File: config.mk
export PLATFORM = sky130hd
export DESIGN_NAME = tick_serializer
export DESIGN_NICKNAME = d
export VERILOG_FILES = /design/src/rtl/tick_serializer.sv
export SDC_FILE = /design/constraint.sdc
export NUM_CORES = 1
export LEC_CHECK = 0
export BUFFER_PORTS_ARGS = -buffer_cell sky130_fd_sc_hd__clkbuf_2
export CAP_MARGIN = 30
export CORE_MARGIN = 1
export CORE_UTILIZATION = 57
export CTS_CLUSTER_SIZE = 28
export DETAILED_ROUTE_END_ITERATION = 10
export PLACE_DENSITY = 0.79
export SYNTH_ARGS = -nofsm -noshare
export SYNTH_HDL_FRONTEND = slang
export SYNTH_SLANG_ARGS = --single-unit
File: constraint.sdc
create_clock -name clk -period 4.2 [get_ports clk]
set_input_delay 0.42 -clock clk [delete_from_list [all_inputs] [get_ports clk]]
set_output_delay 0.42 -clock clk [all_outputs]
set_load 0.05 [all_outputs]
File: src/rtl/tick_serializer.sv
// Tick-paced serializer: frames a parallel word as start bit, LSB-first data,
// optional even parity (compiled in when PARITY_EN is defined) and stop bit.
module tick_serializer #(
    parameter int DATA_W = 8
) (
    input  logic              clk,
    input  logic              rst,
    input  logic              tick,
    input  logic [DATA_W-1:0] din,
    input  logic              din_valid,
    output logic              din_ready,
    output logic              sout,
    output logic              busy,
    output logic              done
);

    localparam int CNT_W = $clog2(DATA_W + 1);

    typedef enum logic [2:0] {
        S_IDLE,
        S_ARMED,
        S_START,
        S_DATA,
`ifdef PARITY_EN
        S_PARITY,
`endif
        S_STOP
    } state_t;

    state_t            state_q, state_d;
    logic [DATA_W-1:0] shift_q, shift_d;
    logic [CNT_W-1:0]  bit_cnt_q, bit_cnt_d;
    logic              sout_q, sout_d;
    logic              done_q, done_d;
`ifdef PARITY_EN
    logic              parity_q, parity_d;
`endif

    assign din_ready = (state_q == S_IDLE) && !rst;
    assign busy      = (state_q != S_IDLE);
    assign sout      = sout_q;
    assign done      = done_q;

    always_comb begin
        // NOTE: every _d takes its held value first so no path through the case infers a latch.
        state_d   = state_q;
        shift_d   = shift_q;
        bit_cnt_d = bit_cnt_q;
        sout_d    = sout_q;
        done_d    = 1'b0;
`ifdef PARITY_EN
        parity_d  = parity_q;
`endif

        case (state_q)
            S_IDLE: begin
                sout_d = 1'b1;
                if (din_valid && din_ready) begin
                    shift_d   = din;
                    bit_cnt_d = '0;
`ifdef PARITY_EN
                    parity_d  = ^din;
`endif
                    state_d   = S_ARMED;
                end
            end
            S_ARMED: begin
                if (tick) begin
                    sout_d  = 1'b0;
                    state_d = S_START;
                end
            end
            S_START: begin
                if (tick) begin
                    sout_d    = shift_q[0];
                    shift_d   = shift_q >> 1;
                    bit_cnt_d = CNT_W'(1);
                    state_d   = S_DATA;
                end
            end
            S_DATA: begin
                if (tick) begin
                    if (bit_cnt_q < CNT_W'(DATA_W)) begin
                        sout_d    = shift_q[0];
                        shift_d   = shift_q >> 1;
                        bit_cnt_d = bit_cnt_q + CNT_W'(1);
                    end else begin
`ifdef PARITY_EN
                        sout_d  = parity_q;
                        state_d = S_PARITY;
`else
                        sout_d  = 1'b1;
                        state_d = S_STOP;
`endif
                    end
                end
            end
`ifdef PARITY_EN
            S_PARITY: begin
                if (tick) begin
                    sout_d  = 1'b1;
                    state_d = S_STOP;
                end
            end
`endif
            S_STOP: begin
                if (tick) begin
                    sout_d  = 1'b1;
                    done_d  = 1'b1;
                    state_d = S_IDLE;
                end
            end
            default: begin
                sout_d  = 1'b1;
                state_d = S_IDLE;
            end
        endcase
    end

    // NOTE: state registers use non-blocking assignment so all flops update from pre-edge values.
    always_ff @(posedge clk) begin
        if (rst) begin
            state_q   <= S_IDLE;
            shift_q   <= '0;
            bit_cnt_q <= '0;
            sout_q    <= 1'b1;
            done_q    <= 1'b0;
`ifdef PARITY_EN
            parity_q  <= 1'b0;
`endif
        end else begin
            state_q   <= state_d;
            shift_q   <= shift_d;
            bit_cnt_q <= bit_cnt_d;
            sout_q    <= sout_d;
            done_q    <= done_d;
`ifdef PARITY_EN
            parity_q  <= parity_d;
`endif
        end
    end

endmodule

======== Word-level counts from Yosys, hierarchy flattened ========
Cells that the tools add are included.
storage, ports and cells
  register bits after elaboration ......... 17
  bits in latches ......................... 0
  RAM bits ................................ 0
  ROM bits ................................ 0
  input port bits ......................... 12
  output and inout port bits .............. 4
  word-level logic and storage cells ...... 53
  memories ................................ 0
operators by class
  $add $sub $neg .......................... 1
  multipliers ............................. 0
  divide/modulo/power cells ............... 0
  order comparisons ....................... 1
  equal/unequal tests ..................... 11
  shifts and indexed selects .............. 0
  multiplexer cells ....................... 24
  bitwise operators ....................... 1
  reduce and logical (&&, ||, !) cells .... 10
operators with widths
  cell                                                  number
  two-way mux 8 bit                                     4
  one-hot mux 8 bit (3 select lines)                    1
  two-way mux 3 bit                                     6
  two-way mux 4 bit                                     4
  one-hot mux 3 bit (5 select lines)                    1
  != test 2 bit (second input constant)                 6
  one-hot mux 4 bit (3 select lines)                    1
  equality test 3 x 2 -> 1 bit (second input constant)  2
  two-way mux 1 bit                                     6
  AND reduction 6 bit                                   1
  nonzero test 3 bit                                    2
  AND reduction 5 bit                                   1
  adder 4 x 1 -> 4 bit (second input constant)          1
  less-than comparator 4 bit (second input constant)    1
  one-hot mux 1 bit (4 select lines)                    1
  AND reduction 4 bit                                   1
  equality test 3 x 1 -> 1 bit (second input constant)  1
  equality test 3 bit (second input constant)           1
  zero test 3 bit                                       1
  logical AND 1 bit                                     2
  != test 2 x 1 -> 1 bit (second input constant)        1
  OR reduction 2 bit                                    1
  zero test 1 bit                                       1
  NOT 1 bit                                             1

======== Longest topological paths before layout ========
  word-level depth ........................ 5
  depth in mapped cells ................... 6
  gate-level depth less buffers ........... 4

======== Least setup slack after synthesis ========
OpenSTA, ideal clock, no wires.
  kind .................................... flip-flop to output port
  start ................................... register state_q[2]
  end ..................................... output din_ready
  arrival ................................. 1.866 ns
  data required time ...................... 3.780 ns
  path slack .............................. 1.914 ns
  stages on the path, launching flop included .. 6
  path buffers ............................ 2
  path through ............................ dfxtp_1 buf_6 inv_1 clkbuf_1 nand2_1 nor2_1
on the way
  cells in the longest elaborated chain, start to end .. 2
ends and longest elaborated chain
  item                    line  text
  from (decl)             30    state_t state_q, state_d;
  from (signal assigned)  132   state_q <= state_d;
  zero test 3 bit         39    assign din_ready = (state_q == S_IDLE) && !rst;
  logical AND 1 bit       39
  to (decl)               11    output logic din_ready,
Every way passes these cells.

======== Worst setup path in the final report ========
Same ends and word-level chain as after synthesis.

==> flow_summary.yaml <==
routing:
  drt_iter0_markers: 18
  wl_met1_um: 862
  routed.top_layer: "met4"
  totalWireLength_um: 1800
  remaining_drc_errors: 0
  drt-pass1-iter-count: 4
  met3_length_um: 85
  wl_per_cell_um: 14.5
  vias_per_cell: 6.27
  via_count: 778
  met2_wirelength_um: 803
  drtAntennaViolNets: 0
final_layout:
  layout-drive-gt1-share_pct: 24.8
  final_common_cell: "dfxtp_1"
  areaGrowthSynthToFinish_pct: 8.69
  final_cell_mix: "dfxtp_1 (17), a21oi_1 (15), clkbuf_2 (15), a211oi_1 (8), mux2i_1 (7)"
  diodes: 0
  finalNetCount: 123
  fill_cells: 121
logic_synthesis:
  syn-num-nets: 111
  yosysSeqAreaShare_pct: 38.7
  synth_edf_count: 0
  synth_top_area_share_pct: 38.7
  ys_warn_count: 0
  postSynthCellCount: 98
  synth.cell_area_um2: 878
  syn_area_per_cell_um2: 8.96
  synth_cell_type_count: 34
  yosysTopAreaCell: "dfxtp_1"
  ys.flop_type: "dfxtp_1"
  yosys-top-cells-area: "dfxtp_1 (39%), a21oi_1 (8.5%), mux2i_1 (8.0%)"
  async_flop_share_pct: 0
  yosys_register_bits: 17
setup_path:
  crit_path_end_kind: "primary output"
  endpoint: "din_ready"
  critPathMaxFanout: 11
  worstPathCellList: "inv_1 > nand2_1 > nor2_1 > clkbuf_2"
  critical-path-top-delay-family: "flip-flops"
  critPathBufInv: 2
  r2r_slack_ns: 2.35
  rr_startpoint: "state_q[1]$_SDFFE_PP0P_"
  cp_slowest_cell: "dfxtp_1"
  rr_endpoint: "bit_cnt_q[2]$_SDFFE_PP0P_"
  path_depth: 4
  slowest_delay_ns: 0.54
  startpoint_type: "register"
  cp.required_ns: 3.78
  reg2reg_depth: 4
  worst-setup-path-type: "register to primary output"
  cp-startpoint: "state_q[2]$_SDFFE_PP0P_"
  crit_arrival_ns: 1.53
sta:
  finalHoldViolCount: 0
  finalClockSkew_ns: 0.000604
  slew_headroom_pct: 61.7
  final.period_utilization_pct: 46.4
  max_slew.worst_pin.slew_ns: 0.574
  fmax_mhz: 514
  finalSetupTns_ns: 0
  drv_slew: 0
  worst_slack_ns: 2.25
  min_period_ns: 1.95
  rsz0062_at_grt: "no"
  finalSetupViolCount: 0
power_and_ir_drop:
  internal_power_mw: 0.230
  clock_power_share_pct: 27.5
  power_density_nw_per_um2: 342
  sw_frac_of_total_pct: 29.4
  leakagePower_nw: 0.400
  ir_drop_v: 0.000254
  power.net_switching_mw: 0.0959
  pwr-share-comb_pct: 17.9
  power_frac_seq_pct: 54.5
clock_network:
  clockRootBuffer: "clkbuf_4"
  worst_skew_pair.late_latency_ns: 0.30
  cts_buffer_depth: 2
  cts_inserted_buffers: 3
  clk_pin_slew_ns: 0.10
  clock-sinks: 17
  tritoncts: "done"
  htreeDepth: 1
  postCtsHoldBufs: 0
  cts_resized: 0
  cts_setup_buffers: 0
hold_path:
  hold_path.class: "primary input to register"
die:
  die_w_um: 41.3
  die_area_um2: 1700
  rows: 13
  core-area_um2: 1370
  initial_core_util_pct: 64.3
  boundaryPins: 16
  die_y_um: 41.3
place:
  numPortBuffers: 15
  hpwl_um: 1230
  gp_congestion: 0.883
  dp_slack_ns: 2.35
outcome:
  status: "finished, final reports clean"
run:
  cap_violations: 0
global_route:
  grt-ovfl-total: 0
  antenna_found_initial: 0
  grt_pass1_wl_um: 2590
  grt_max_degree: 21
  track_usage_pct: 24.2
  grt_pass1_vias: 570
[layout make-up]
type / instances / area (µm²) / share of cell area (%)
multi-input combinational: 71 / 487 / 51.0
sequential: 17 / 340 / 35.6
timing repair buffer: 15 / 75.1 / 7.86
clock buffer: 4 / 26.3 / 2.75
tap: 15 / 18.8 / 1.97
inverter: 2 / 7.51 / 0.786
[sequential cells by signal, indices dropped and copies added (netlist names)]
signal     flops
done           1
sout           1
state_q        3
shift_q        8
bit_cnt_q      4
[power groups by stage]
stage	combinational [mW]	clock (mW)	sequential [mW]
after floorplan	0.0469	0	0.179
after global placement	0.0569	0	0.181
after detailed placement	0.0579	0	0.181
after CTS	0.0583	0.0896	0.178
after global routing	0.0637	0.0944	0.179
final	0.0585	0.0899	0.178
[logic make-up after synthesis]
family                     count (synthesis)  synth area share, %
AOI/OAI and AO/OA                         34                 26.5
and+or+nand+nor                           28                 18.2
DFF                                       17                 38.7
buffers and inverters                     10                 5.84
muxes                                      8                 9.26
adders and majority gates                  1                 1.42
[how the worst min path moves through the flow]
stage	start	to	slack, ns	cells after the start
3_5_place_dp	shift_q[7]$_SDFFE_PP0P_	shift_q[7]$_SDFFE_PP0P_	0.48	2
6_report	din[7]	shift_q[7]$_SDFFE_PP0P_	0.38	3
4_1_cts	din[7]	shift_q[7]$_SDFFE_PP0P_	0.38	3
3_3_place_gp	shift_q[7]$_SDFFE_PP0P_	shift_q[7]$_SDFFE_PP0P_	0.47	2
2_1_floorplan	bit_cnt_q[2]$_SDFFE_PP0P_	bit_cnt_q[2]$_SDFFE_PP0P_	0.45	1
5_1_grt	din[7]	shift_q[7]$_SDFFE_PP0P_	0.41	3
[worst min-delay path: cells and delay by family]
kind	cells	cell delay [ns]
buffers and inverters	1	0.08
and+or+nand+nor	1	0.07
AOI/OAI and AO/OA	1	0.06
[through the flow]
stage	util, %	instance area, µm²	cells	hold slack (ns)	power [mW]
6_report	69.9	955	124	0.382	0.326
3_5_place_dp	67.9	928	120	0.482	0.239
3_3_place_gp	67.9	928	120	0.469	0.238
2_1_floorplan	-	878	98	0.449	0.226
4_1_cts	69.9	955	124	0.377	0.326
5_1_grt	69.9	955	124	0.406	0.337
[layer usage]
| metal | GRT usage (%) | vias to the layer above |
|---|---|---|
| li1 | - | 386 |
| met1 | 33.3 | 366 |
| met2 | 32.8 | 21 |
| met3 | 4.89 | 5 |
| met4 | 16.9 | 0 |
| met5 | 0 | - |
[synthesized netlist by cell type (2+ instances only)]
master,number
dfxtp_1,17
mux2i_1,7
a21oi_1,15
nor2_1,5
a211oi_1,8
nand2_1,6
o21ai_0,2
buf_2,5
inv_1,2
nor3_1,5
nand3_1,2
nand3b_1,2
(Power assumes the default switching activity.)
